===== config.mk =====
export PLATFORM = sky130hd
export DESIGN_NAME = lenet_fetch_scheduler_flat
export DESIGN_NICKNAME = d
export VERILOG_FILES = /design/src/rtl/lenet_fetch_scheduler_if.sv /design/src/rtl/lenet_fetch_scheduler.sv /design/src/flat_wrapper.sv
export SDC_FILE = /design/constraint.sdc
export NUM_CORES = 1
export LEC_CHECK = 0
export ABC_AREA = 1
export CELL_PAD_IN_SITES_DETAIL_PLACEMENT = 1
export CELL_PAD_IN_SITES_GLOBAL_PLACEMENT = 2
export CORE_MARGIN = 1.5
export CORE_UTILIZATION = 31
export CTS_BUF_LIST = sky130_fd_sc_hd__clkbuf_16
export DETAILED_ROUTE_END_ITERATION = 10
export GPL_ROUTABILITY_DRIVEN = 0
export PLACE_DENSITY_LB_ADDON = 0.25
export SYNTH_ARGS = -nofsm -noshare
export SYNTH_HDL_FRONTEND = slang
export SYNTH_SLANG_ARGS = --single-unit
export TNS_END_PERCENT = 1

===== constraint.sdc =====
create_clock -name clk25 -period 2.4 [get_ports clk25]
set_input_delay 0.48 -clock clk25 [delete_from_list [all_inputs] [get_ports clk25]]
set_output_delay 0.48 -clock clk25 [all_outputs]
set_load 0.02 [all_outputs]

===== src/rtl/lenet_fetch_scheduler_if.sv =====
`default_nettype none
// ============================================================================
// Module   : lenet_fetch_scheduler_if
// Brief    : Frame buffer port sharing and LeNet pixel stream bundle.
// Revision : 1.0
// ============================================================================
interface lenet_fetch_scheduler_if;
    logic        vga_active;
    logic [18:0] vga_addr;
    logic [18:0] mem_addr;
    logic [3:0]  mem_pixel;
    logic        start;
    logic        busy;
    logic        done;
    logic        px_valid;
    logic        px_ready;
    logic [3:0]  px_data;
    logic [9:0]  px_index;

    modport master (
        output vga_active, vga_addr, mem_pixel, start, px_ready,
        input  mem_addr, busy, done, px_valid, px_data, px_index
    );

    modport slave (
        input  vga_active, vga_addr, mem_pixel, start, px_ready,
        output mem_addr, busy, done, px_valid, px_data, px_index
    );
endinterface
`default_nettype wire


===== src/rtl/lenet_fetch_scheduler.sv =====
`default_nettype none
// ============================================================================
// Module   : lenet_fetch_scheduler
// Brief    : Fetches a sampled grid for LeNet from the frame buffer in cycles
//            VGA scanout leaves free; VGA always owns the read port first.
// Revision : 1.0
// ============================================================================
module lenet_fetch_scheduler #(
    parameter int WIDTHLENGTH  = 8,
    parameter int HEIGHTLENGTH = 8,
    parameter int LENET_SIZE   = 28,
    parameter int HREZ         = 640,
    parameter int X0           = 212,
    parameter int Y0           = 132
) (
    input wire                     clk25,
    input wire                     rst,
    lenet_fetch_scheduler_if.slave bus
);

    localparam logic [18:0] c_row0     = 19'(Y0 * HREZ);
    localparam logic [18:0] c_row_step = 19'(HEIGHTLENGTH * HREZ);
    localparam logic [18:0] c_col_step = 19'(WIDTHLENGTH);
    localparam logic [18:0] c_x0       = 19'(X0);
    localparam logic [4:0]  c_last     = 5'(LENET_SIZE - 1);

    typedef enum logic [1:0] {
        S_IDLE  = 2'd0,
        S_RUN   = 2'd1,
        S_DRAIN = 2'd2
    } state_t;

    state_t      r_state;
    state_t      w_state_next;
    logic        r_busy;
    logic        r_done;
    logic        r_px_valid;
    logic        r_inflight;
    logic [3:0]  r_px_data;
    logic [9:0]  r_px_index;
    logic [9:0]  r_issue_idx;
    logic [9:0]  r_inflight_idx;
    logic [4:0]  r_row;
    logic [4:0]  r_col;
    logic [18:0] r_row_base;
    logic [18:0] r_col_off;

    logic [18:0] w_fetch_addr;
    logic        w_issue;
    logic        w_handshake;
    logic        w_last;
    logic        w_launch;

    always_comb begin
        w_fetch_addr = r_row_base + c_x0 + r_col_off;
        w_handshake  = r_px_valid && bus.px_ready;
        w_last       = (r_row == c_last) && (r_col == c_last);
        // A read may only go out when its result has somewhere to land.
        w_issue      = (r_state == S_RUN) && !bus.vga_active && !r_inflight &&
                       (!r_px_valid || bus.px_ready);
        w_launch     = (r_state == S_IDLE) && bus.start && !r_done;

        w_state_next = r_state;
        case (r_state)
            S_IDLE:  if (w_launch)           w_state_next = S_RUN;
            S_RUN:   if (w_issue && w_last)  w_state_next = S_DRAIN;
            S_DRAIN: if (w_handshake)        w_state_next = S_IDLE;
            default:                         w_state_next = S_IDLE;
        endcase
    end

    always_ff @(posedge clk25) begin
        if (rst) begin
            r_state        <= S_IDLE;
            r_busy         <= 1'b0;
            r_done         <= 1'b0;
            r_px_valid     <= 1'b0;
            r_inflight     <= 1'b0;
            r_px_data      <= 4'd0;
            r_px_index     <= 10'd0;
            r_issue_idx    <= 10'd0;
            r_inflight_idx <= 10'd0;
            r_row          <= 5'd0;
            r_col          <= 5'd0;
            r_row_base     <= 19'd0;
            r_col_off      <= 19'd0;
        end else begin
            r_state    <= w_state_next;
            r_done     <= (r_state == S_DRAIN) && w_handshake;
            r_inflight <= w_issue;

            if (w_launch) begin
                r_busy      <= 1'b1;
                r_row       <= 5'd0;
                r_col       <= 5'd0;
                r_row_base  <= c_row0;
                r_col_off   <= 19'd0;
                r_issue_idx <= 10'd0;
            end else if ((r_state == S_DRAIN) && w_handshake) begin
                r_busy <= 1'b0;
            end

            if (w_issue) begin
                r_inflight_idx <= r_issue_idx;
                r_issue_idx    <= r_issue_idx + 10'd1;
                if (r_col == c_last) begin
                    r_col      <= 5'd0;
                    r_col_off  <= 19'd0;
                    r_row      <= r_row + 5'd1;
                    r_row_base <= r_row_base + c_row_step;
                end else begin
                    r_col     <= r_col + 5'd1;
                    r_col_off <= r_col_off + c_col_step;
                end
            end

            // Read data is captured regardless of vga_active: the address was issued last cycle.
            if (r_inflight) begin
                r_px_data  <= bus.mem_pixel;
                r_px_index <= r_inflight_idx;
                r_px_valid <= 1'b1;
            end else if (w_handshake) begin
                r_px_valid <= 1'b0;
            end
        end
    end

    assign bus.mem_addr = bus.vga_active ? bus.vga_addr : w_fetch_addr;
    assign bus.busy     = r_busy;
    assign bus.done     = r_done;
    assign bus.px_valid = r_px_valid;
    assign bus.px_data  = r_px_data;
    assign bus.px_index = r_px_index;

endmodule
`default_nettype wire


===== src/flat_wrapper.sv =====
// flat-port wrapper written by rule: the top's interface ports become plain ports
module lenet_fetch_scheduler_flat 
#(
    parameter int WIDTHLENGTH  = 8,
    parameter int HEIGHTLENGTH = 8,
    parameter int LENET_SIZE   = 28,
    parameter int HREZ         = 640,
    parameter int X0           = 212,
    parameter int Y0           = 132
)
  (clk25, rst, bus_vga_active, bus_vga_addr, bus_mem_pixel, bus_start, bus_px_ready, bus_mem_addr, bus_busy, bus_done, bus_px_valid, bus_px_data, bus_px_index);
  lenet_fetch_scheduler_if bus_i ();
  input wire clk25;
  input wire rst;
  input wire logic [$bits(bus_i.vga_active)-1:0] bus_vga_active;
  input wire logic [$bits(bus_i.vga_addr)-1:0] bus_vga_addr;
  input wire logic [$bits(bus_i.mem_pixel)-1:0] bus_mem_pixel;
  input wire logic [$bits(bus_i.start)-1:0] bus_start;
  input wire logic [$bits(bus_i.px_ready)-1:0] bus_px_ready;
  output wire logic [$bits(bus_i.mem_addr)-1:0] bus_mem_addr;
  output wire logic [$bits(bus_i.busy)-1:0] bus_busy;
  output wire logic [$bits(bus_i.done)-1:0] bus_done;
  output wire logic [$bits(bus_i.px_valid)-1:0] bus_px_valid;
  output wire logic [$bits(bus_i.px_data)-1:0] bus_px_data;
  output wire logic [$bits(bus_i.px_index)-1:0] bus_px_index;
  assign bus_i.vga_active = bus_vga_active;
  assign bus_i.vga_addr = bus_vga_addr;
  assign bus_i.mem_pixel = bus_mem_pixel;
  assign bus_i.start = bus_start;
  assign bus_i.px_ready = bus_px_ready;
  assign bus_mem_addr = bus_i.mem_addr;
  assign bus_busy = bus_i.busy;
  assign bus_done = bus_i.done;
  assign bus_px_valid = bus_i.px_valid;
  assign bus_px_data = bus_i.px_data;
  assign bus_px_index = bus_i.px_index;
  lenet_fetch_scheduler #(.WIDTHLENGTH(WIDTHLENGTH), .HEIGHTLENGTH(HEIGHTLENGTH), .LENET_SIZE(LENET_SIZE), .HREZ(HREZ), .X0(X0), .Y0(Y0)) u_core (.clk25(clk25), .rst(rst), .bus(bus_i));
endmodule

==> results.md <==
- Global routing consumed, over all layers together, 19.8% of the routing resources.
- The launch point of the worst reg-to-reg path is u_core.r_col[0].
- The detailed router placed 5375 vias in this run.
- The worst hold path belongs to the class flip-flop to flip-flop.
- The post-cts hold buffer count is 0.
- For this run, the post-layout net count is 969.
- The final-report max-slew violation count is 0.
- The fraction of registers with async set/reset is 0%.
- The post-route clock period utilization is 110%.
- The final reports fail on setup timing.
- The number of design-rule violations left by the first detailed-router iteration is 153.
- The sequential area share after synthesis is 33.0%.
- In this run the static leakage power is around 0.0032 µW.
- TritonCTS built the clock tree.
- Wires add up to 16500 µm.
- The number of antenna violations at the first check in global routing was 0.
- The number of endpoints with negative hold slack in the final report was 0.
- The worst reg2reg path depth is 7.
- Synthesis instantiated 43 different standard cells from the library.
- The worst register-to-register path ends at u_core.r_col_off[10].
- In the routed design, unresolved DRC markers number 0.
- The total overflow left after global routing is 0.
- The area of the core is 0.0161 mm².
- The maximum fanout encountered on the critical timing path is 4.
- In this run the number of H-tree levels came out at 3.
- The terminating pin of the worst hold path is u_core.r_row_base[3].
- Counting instances, the worst hold path has a depth of 2.
- The number of ports placed on the die boundary is 64.
- Counting flops with a built-in enable in the synthesized netlist gives 0.
- Dividing the detail-routed wire length by the instance count gives approximately 15 µm.
- The proportion of layout cells with a drive suffix above 1 is 28.9%.
- Measured along the x axis, the die boundary spans 132 µm.
- The area growth from synthesis to layout is 44.9%.
- Measured along the y axis, the die boundary spans approximately 130 µm.
- Across all register-to-register paths, the minimum setup slack is 600 ps.
- The worst setup path is launched from a flip-flop.
- The post-route clock skew is between 6 and 7 ps.
- Adding up every negative setup slack in the final design gives -2780 ps.
- The startpoint of the tightest hold check path is u_core.r_row_base[3].
- The flow ran to the end, but the final reports show violations.
- The row count is 46.
- Once detailed placement completed, the half-perimeter wirelength came to 12000 µm.
- The maximum number of pins on one net before global-route repair is 34.
- The clock net in this run drives a total of 85 sinks.
- The via count of the first global-routing pass was 5833.
- The total inserted antenna cells is 0.
- OpenSTA, run right after detailed placement, puts the worst setup slack at -526 ps.
- After synthesis the netlist holds a flip-flop and latch count of 85.
- Across the run, the number of max-cap violations was 0.
- The antenna violation net count after detailed routing is 0.
- VDD sags by at most 0.350 mV.
- The via-per-instance ratio is 4.78.
- The worst setup path is of the flip-flop to output port kind.
- The number of clock buffers added by TritonCTS is 9.
- The initial utilization of the core area, before any placement, comes to 32.1%.
- The power density over the cells is 453 mW/mm².
- The post-synthesis instance area is 0.00516 mm².
- The data required time of the critical path is 1920 ps.
- The first global-routing pass estimated between 20000 and 30000 µm of wire.
- The timing-limited maximum frequency is 379 MHz.
- Once routing completed, OpenROAD measured the worst setup slack at -238 ps.
- The minimum period implied by the final worst setup slack is approximately 2600 ps.
- Yosys printed 0 warnings.
- The primary flip-flop cell chosen by synthesis mapping is dfxtp_1.
- The data arrival time at the worst-slack endpoint is about 2200 ps.
- The total nets after synthesis is 841.
- The floorplan die area is 0.0174 mm².
- Setup repair after global routing could not meet its margin everywhere.
- Clock tree synthesis selected as its root buffer the cell clkbuf_16.
- After clock tree synthesis, the clock-pin slew on the worst setup and hold paths is 70 ps.
- Averaged over all synthesized cells, the footprint is 6.66 µm².
- The number of buffers added on ports is 63.
- Clock latency on the worst-skew pair, taken at its later pin, is 350 ps.
- The maximum clock insertion buffer count is 2.
- Setup violations remaining at the end of the flow were counted as 15.
- For this run, the detailed router's first-pass iteration total came to 4.
- The filler cell count in the final layout is between 1500 and 2000.
- The endpoint type of the worst setup path is an output port.
- Synthesis handed over a netlist of 775 instances.
-- metal layers --
layer	track usage [%]	up-vias	share of wire, %
met3	3.08	17	2.5
met5	0	-	0
met4	7.04	0	1.6
li1	-	2730	-
met2	38.3	76	53
met1	21.6	2552	43
-- sequential cells by signal, summed over array words and instances, names as in the netlist, 2 cells and up --
| name | count |
|---|---|
| u_core.bus.px_data | 4 |
| u_core.bus.px_index | 10 |
| u_core.r_col | 5 |
| u_core.r_col_off | 16 |
| u_core.r_inflight_idx | 10 |
| u_core.r_issue_idx | 10 |
| u_core.r_row | 5 |
| u_core.r_row_base | 19 |
| u_core.r_state | 2 |
-- cells by family (layout without fill, tap and decap cells) --
| family | after synthesis | in the layout | share of synthesized area (%) |
|---|---|---|---|
| xor gates and xnor gates | 9 | 9 | 1.53 |
| AOI/OAI and AO/OA | 112 | 112 | 11.9 |
| and+or+nand+nor | 408 | 408 | 34.4 |
| buffers and inverters | 122 | 255 | 9.92 |
| DFF | 85 | 85 | 33.0 |
| adders and majority gates | 38 | 38 | 9.21 |
| other | 1 | 1 | 0.0727 |
-- cell usage after synthesis, types with 2 or more instances --
library cell    n  area [µm²]
nand3_1        51         255
ha_1           38         475
nor2_2          3        18.8
a211oi_1        2        15.0
buf_2           2        10.0
nor3_1         14        70.1
nand2_2         5        31.3
nor2_1         88         330
a21oi_1        54         270
buf_6           5        56.3
dfxtp_1        85        1700
or2_2           7        43.8
clkbuf_2        3        15.0
nor3_2          3        30.0
a22oi_1         2        15.0
xnor2_1         3        26.3
xor2_1          6        52.6
nand3b_1        4        30.0
o21bai_1        2        15.0
and2_1          3        18.8
nand3_2         3        30.0
nand2_1       214         803
nor2_4          2        22.5
o21ai_0        41         205
inv_1          94         353
nand4_1         7        43.8
buf_4           2        15.0
inv_2           4        15.0
o21ai_1         3        15.0
nand2_4         2        22.5
o31ai_1         2        15.0
clkbuf_1       10        37.5
-- cell type report --
class | instances | area (µm²) | area share (%)
sequential | 85 | 1730 | 23.1
tap | 216 | 270 | 3.62
clock buffer | 9 | 225 | 3.01
clock inverter | 7 | 80.1 | 1.07
multi-input combinational | 568 | 3570 | 47.8
timing repair buffer | 140 | 1230 | 16.4
inverter | 99 | 374 | 5.01
-- worst max-delay path: stages, from the launching register on --
cell and delay [ps]:
dfxtp_1 370, ha_4 220, ha_4 260, a21oi_2 190, nand2_4 100, buf_4 140, or2_2 280, nand3_2 60
nand2_1 60, buf_6 130
-- metrics by stage --
stage          area [µm²]  instances  power (µW)  util [%]  hold WS, ps
2_1_floorplan        5160        775        1710         -          410
3_3_place_gp         6490       1103        1910      40.4          420
3_5_place_dp         6490       1103        1920      40.4          430
4_1_cts              7320       1121        3430      45.6          450
5_1_grt              7470       1124        3540      46.5          477
6_report             7470       1124        3380      46.5          457
-- worst max-delay path by stage --
stage                                    start          endpoint  slack, ps  cells past startpoint
after floorplan            u_core.r_col_off[4]   bus_mem_addr[7]         10                     10
after global placement     u_core.r_col_off[4]  bus_mem_addr[17]       -500                     13
after detailed placement   u_core.r_col_off[4]  bus_mem_addr[17]       -530                     13
after CTS                  u_core.r_col_off[4]   bus_mem_addr[7]       -250                     11
after global routing       u_core.r_col_off[6]  bus_mem_addr[13]       -350                     14
final                     u_core.r_row_base[5]   bus_mem_addr[6]       -240                      9
-- where the power goes --
part | internal [µW] | switching [µW] | total [µW]
Combinational | 198 | 246 | 444
Sequential | 1450 | 25.0 | 1470
Clock | 824 | 645 | 1470
-- cell usage in the layout, fill, tap and decap left out, drive strengths merged --
master	n
xnor2	3
a211oi	3
xor2	6
nand2	221
clkbuf	9
o21bai	2
nand4	7
nand3	54
nor3	18
a21oi	56
dfxtp	85
o21ai	44
a31oi	1
o31ai	2
nand3b	4
nor2	93
o211ai	1
bufinv	1
buf	93
clkinv	2
clkdlybuf4s50	44
or2	7
and3	1
and2	3
inv	103
o2111ai	1
dlygate4sd2	3
a22oi	2
ha	38
conb	1
-- what timing repair did --
action / 4_1_cts / 5_1_grt
pin swaps: 29 / 18
gates resized for setup: 186 / 43
endpoints found under the setup margin: 19 / 16
setup buffers: 2 / 3
cloned: 0 / 0
Note: power is estimated with default switching activity, not from simulation.
